<file path="src/rtl/exor_gate.sv">
// exor_gate: registered bitwise XOR with parity, saturating differing-bit count and sticky diff flag
module exor_gate #(
    parameter int WIDTH = 1,
    parameter int CNT_W = 16
) (
    input  logic             clk,
    input  logic             rst,
    input  logic [WIDTH-1:0] a,
    input  logic [WIDTH-1:0] b,
    input  logic             in_valid,
    output logic [WIDTH-1:0] y,
    output logic             out_valid,
    output logic             parity,
    output logic [CNT_W-1:0] mismatch_count,
    output logic             any_diff
);
    localparam int SW = CNT_W + 7;
    localparam logic [SW-1:0] CNT_MAX = SW'({CNT_W{1'b1}});

    logic [WIDTH-1:0] diff, y_d, y_q;
    logic [SW-1:0]    pop, sum;
    logic [CNT_W-1:0] cnt_d, cnt_q;
    logic             valid_d, valid_q, parity_d, parity_q, any_d, any_q;

    always_comb begin
        diff = a ^ b;
        pop = '0;
        for (int i = 0; i < WIDTH; i++) pop = pop + SW'(diff[i]);
        // widened sum cannot overflow, so a single compare clamps it
        sum = SW'(cnt_q) + pop;
        y_d = in_valid ? diff : y_q;
        parity_d = in_valid ? ^diff : parity_q;
        valid_d = in_valid;
        cnt_d = !in_valid ? cnt_q : (sum > CNT_MAX) ? CNT_MAX[CNT_W-1:0] : sum[CNT_W-1:0];
        any_d = any_q | (in_valid & |diff);
    end

    always_ff @(posedge clk or posedge rst) begin
        if (rst) begin
            y_q      <= '0;
            valid_q  <= 1'b0;
            parity_q <= 1'b0;
            cnt_q    <= '0;
            any_q    <= 1'b0;
        end else begin
            y_q      <= y_d;
            valid_q  <= valid_d;
            parity_q <= parity_d;
            cnt_q    <= cnt_d;
            any_q    <= any_d;
        end
    end

    assign y              = y_q;
    assign out_valid      = valid_q;
    assign parity         = parity_q;
    assign mismatch_count = cnt_q;
    assign any_diff       = any_q;
endmodule

</file>
<file path="config.mk">
export PLATFORM = sky130hd
export DESIGN_NAME = exor_gate
export DESIGN_NICKNAME = d
export VERILOG_FILES = /design/src/rtl/exor_gate.sv
export SDC_FILE = /design/constraint.sdc
export NUM_CORES = 1
export LEC_CHECK = 0
export BUFFER_PORTS_ARGS = -buffer_cell sky130_fd_sc_hd__buf_2
export CAP_MARGIN = 10
export CORE_MARGIN = 5
export CORE_UTILIZATION = 45
export CTS_CLUSTER_DIAMETER = 50
export CTS_CLUSTER_SIZE = 20
export DETAILED_ROUTE_END_ITERATION = 12
export PLACE_DENSITY = 0.7
export SLEW_MARGIN = 20
export SYNTH_ARGS = -nofsm -noshare
export SYNTH_HDL_FRONTEND = slang
export SYNTH_SLANG_ARGS = --single-unit
</file>
<file path="constraint.sdc">
create_clock -name clk -period 4.2 [get_ports clk]
set_input_delay 0.21 -clock clk [delete_from_list [all_inputs] [get_ports clk]]
set_output_delay 0.21 -clock clk [all_outputs]
set_load 0.02 [all_outputs]
</file>
### Yosys cells after proc, flatten, opt, wreduce, memory -nomap -nowiden

Cells that the tools add are included.

* bits in registers: 19
* bits of input ports: 5
* word-level logic and storage cells: 10

* $add $sub $neg: 1
* magnitude comparators: 1
* mux-type cells: 1
* bitwise operators: 3

Operator list (number)
* $add A16 B1 Y17: 1
* $gt A17 B16 Y1 const B: 1
* $mux W16: 1
* $and A1 B1 Y1: 1
* $or A1 B1 Y1: 1
* $xor A1 B1 Y1: 1

### Depth between registers and ports, before layout

* depth in word-level cells: 4
* mapped depth: 7
* gate-level depth less buffers: 6

### Worst setup path before layout

Ideal clock, no wire load.

* path kind: register -> register
* from: register cnt_q[0] (netlist: mismatch_count[0])
* to: register cnt_q[1] (netlist: mismatch_count[1])
* arrival: 1.533 ns
* required time: 4.134 ns
* setup slack: 2.601 ns
* cell stages (with the launch flop): 7
* path buffers: 1
* clock period less this slack: 1.599 ns
* path through: dfrtp_1 -> ha_1 -> nand4_4 -> nor4_4 -> nand2_2 -> buf_6 -> nand2_1

* longest elaborated chain between the ends: 3

RTL lines
* start, declared: line 22 `logic [CNT_W-1:0] cnt_d, cnt_q;`
* start signal, assigned: line 49 `cnt_q <= cnt_d;`
* $add A16 B1 Y17 (*): line 30 `sum = SW'(cnt_q) + pop;`
* $gt A17 B16 Y1: line 34 `cnt_d = !in_valid ? cnt_q : (sum > CNT_MAX) ? CNT_MAX[CNT_W-1:0] : sum[CNT_W-1:0];`
* $mux W16 (*): line 34

Mark *: on every way between the ends. The rest lies on a longest branch, timed or not.
A chain may end at the register's enable or synchronous reset.

### Final worst setup path

* from: register cnt_q[0] (netlist: mismatch_count[0])
* to: register cnt_q[15] (netlist: mismatch_count[15])

Same word-level chain as after synthesis.

==> reports/summary.md <==
Across the routed clock network, the largest skew measured is 0.00591 ns. The number of diodes added for antenna fixing is 0. Traced cell by cell, the critical path runs through ha_1 > nand4_4 > nor4_4 > nand2_2 > o21ai_1. 25 I/O pins were placed. Entering global routing, the biggest net connects 20 pins. Across the run, the number of max-cap violations was 0. Sorting the synthesized cells by area gives the leading types as dfrtp_1, xnor2_1, nand2_1.

Global routing consumed, over all layers together, 11.8% of the routing resources. The run gives 0 as the global-route congestion overflow total. The clock passes through at most 2 buffers. The number of endpoints with negative hold slack in the final report was 0; the sequential fraction of the synthesis area was 49.9%. STA classifies the critical path endpoint as a flip-flop. Fill cells in the final layout number 174. Of the total synthesized cell area, the portion taken by AND, OR, NAND and NOR gates is 26.0%. The kind of critical path is flip-flop to flip-flop.

End of the worst register-to-register path: mismatch_count[15]. For this design the ratio of total power to cell area is 455 mW/mm^2. The launching point of the worst reg2reg path was mismatch_count[0].

The cell taking the most area after synthesis is dfrtp_1. The mapped netlist covers 953 sq um. For the number of H-tree levels, the log shows 1.

The floorplan has 16 rows. By count the netlist is led by dfrtp_1, nand2_1, xnor2_1, nor2_1. The xor/xnor cell area share of the yosys netlist is 11.0%, and the routability congestion estimate is 0.782. Counting I/O delays and the setup requirement, the final critical path takes 1.58 ns. Based on the critical path, the design can be clocked at up to 631 MHz. Before CTS, the worst setup slack after placement is 2.37 ns. Before antenna repair, the detailed router went through 4 iterations. The net count after synthesis was 97; the number of synthesized register bits was 19. The synthesized area per cell is 10.6 sq um. For this block, the initial DRC count from the detailed router was 10.

Most common flop cell mapped by yosys: dfrtp_1. In the final routed layout, each cell accounts on average for 12.2 microns. The multi-input combinational cells in the finished layout cover a total of 443 sq um.

The run gives 1350 microns as the detailed placement HPWL. In this run the static leakage power is 0.576 nW. The number of library cell types mapped by synthesis is 30, and the synthesized-area fraction occupied by ao, oa, aoi and oai cells is 4.59%. The classification of the worst-slack hold path was input pin to async pin. Wires add up to 1730 microns.

After Yosys synthesis, full adders, half adders and majority gates account for 2.62% of the synthesized area. The critical path buffer and inverter count was 0. The run gives 123 as the number of nets in the finished design. The flop-to-flop setup slack is 2.62 ns.

For the setup fix buffers added after clock tree synthesis, the log shows 0. Counting every sink on the clock net gives 19. Post-CTS repair changed the size of 0 cells.

Across the whole layout, storage elements account for 475 sq um. The die covers 0.00314 sq mm. On the worst path, the slowest cell contributes a delay of 0.40 ns. Post-route fraction of the period consumed by the critical path: 37.7%. The logic depth of the worst register-to-register path came out at 5. After synthesis, the share of cell area in mux cells is 2.23%. The die height was 56.0 microns.

In this run the tool buffered the top-level ports with 24 buffer cells. Yosys mapped a number of flops with a built-in enable equal to 0. Measured along the x axis, the die boundary spans 56.0 microns. Dividing the detail-routed via count by the number of cells gives 5.02.

The overall power after layout came out at 505 uW. The tools report the wire length of the first global-routing pass as 2950 microns. The detailed router placed 713 vias in this run. Across the VDD grid, the largest voltage drop is 0.193 mV.

The fraction of post-synthesis cell area in the top cell type by area was 49.9%; the data arrival time of the critical path was 1.81 ns. Clock-pin slew was measured on the worst setup and hold paths at 0.10 ns. TritonCTS built the clock tree. The logs give 0 for the count of endpoints failing setup in the final report and 48.1% for the effective utilization at floorplan. The number of remaining DRC errors was 0; the transition at the pin with the smallest max-transition slack was 0.692 ns.

Synthesis produced a netlist whose cell count is 90. The logs give 689 for the number of global-route vias before repair and 0 for the number of hold buffers added after cts. The flow ran to the end, and the final reports show no timing, DRC or antenna violations. Cell with the largest stage delay on the worst path: dfrtp_1. The clock latency reported for the late side of the worst-skew pair was 0.29 ns. The tools report the worst relative slew slack as 53.8%. By area, the combinational part of the netlist is dominated by simple AND/OR/NAND/NOR gates. During synthesis, Yosys emitted a total of 0 warnings.

In this run, CTS created clock tree buffers numbering 3. The tools report the number of pins exceeding their max-slew limit in the final report as 0. Along the worst path, the maximum fanout reaches 14. In the final layout, the share of cells above drive strength 1 is 30.4%. The fraction of synthesis flops using an asynchronous set or reset pin is 100%. For the final routed database, the setup TNS stands at 0 ns. The logs give 0 for the number of antenna violations at the first check in global routing and 2.62 ns for the final worst slack.

Grouping stages by cell kind, the critical path spends the most delay in simple AND/OR/NAND/NOR gates. The master cell of the clock root buffer is clkbuf_4. The tools report the data required time of the critical path as 4.42 ns. The detail route stage leaves a number of antenna-violating nets equal to 0.

The layout overhead on the synthesized area was 16.4%; the area of the placeable core was 0.00198 sq mm. The kind of start point of the critical path was a flip-flop. At the end of the flow the core is filled with cells to 56.0%. Setup repair after global routing left no endpoint under its margin.
cell type report:
cell class	instances	area share, %
tap	27	3.04
inverter	3	1.01
multi-input combinational	65	39.9
sequential	19	42.8
clock buffer	4	2.37
timing repair buffer	24	10.8
through the flow:
step | hold slack [ns] | area [sq um] | std cells
final | 0.0124 | 1110 | 142
after global routing | 0.0864 | 1110 | 142
after CTS | 0.0407 | 1110 | 142
after detailed placement | 0.361 | 1080 | 138
after global placement | 0.346 | 1080 | 138
after floorplan | 0.161 | 953 | 90
state kept, by name, summed over array words and instances (netlist names):
name	count
out_valid	1
any_diff	1
mismatch_count	16
y	1
report_power, final:
group / internal [mW] / switching, mW / total [mW]
sequential: 0.214 / 0.0439 / 0.258
clock: 0.0369 / 0.0513 / 0.0882
combinational: 0.0623 / 0.0968 / 0.159
total: 0.313 / 0.192 / 0.505
logic make-up (layout without fill, tap and decap cells):
| family | Yosys count | after routing |
|---|---|---|
| AO/OA/AOI/OAI | 7 | 7 |
| XOR/XNOR | 12 | 12 |
| adder cells (fa/ha/maj) | 2 | 2 |
| buffers and inverters | 6 | 31 |
| flip-flops | 19 | 19 |
| multiplexers | 2 | 2 |
| AND/OR/NAND/NOR | 42 | 42 |
how the worst max path moves through the flow:
stage	start	endpoint	slack, ns	cells after the start
5_1_grt	mismatch_count[0]	mismatch_count[15]	2.46	5
3_5_place_dp	b	mismatch_count[15]	2.37	7
3_3_place_gp	b	mismatch_count[0]	2.40	7
6_report	mismatch_count[0]	mismatch_count[15]	2.62	5
4_1_cts	mismatch_count[0]	mismatch_count[15]	2.59	5
2_1_floorplan	mismatch_count[0]	mismatch_count[1]	2.60	6
layout by cell type, fill, tap and decap left out, types with 2 or more instances in the layout:
cell type  synthesis  final
nor4_1             3      3
inv_1              3      3
a21oi_1            2      2
a31oi_1            2      2
nand2_1           19     19
xnor2_1           10     10
nand3_1            2      2
xor2_1             2      2
nor3_1             3      3
clkbuf_4           0      3
dfrtp_1           19     19
nor2_1             4      4
nor2b_1            2      2
buf_2              1     24
ha_1               2      2
per-layer routing:
layer  track usage (%)  vias up  part of all wire (%)
li1                  -      356                     -
met1              14.3      339                    45
met2              19.4       14                    48
met3              2.55        4                   4.9
met4              6.10        0                   1.8
met5                 0        -                     0
(Power assumes the default switching activity.)
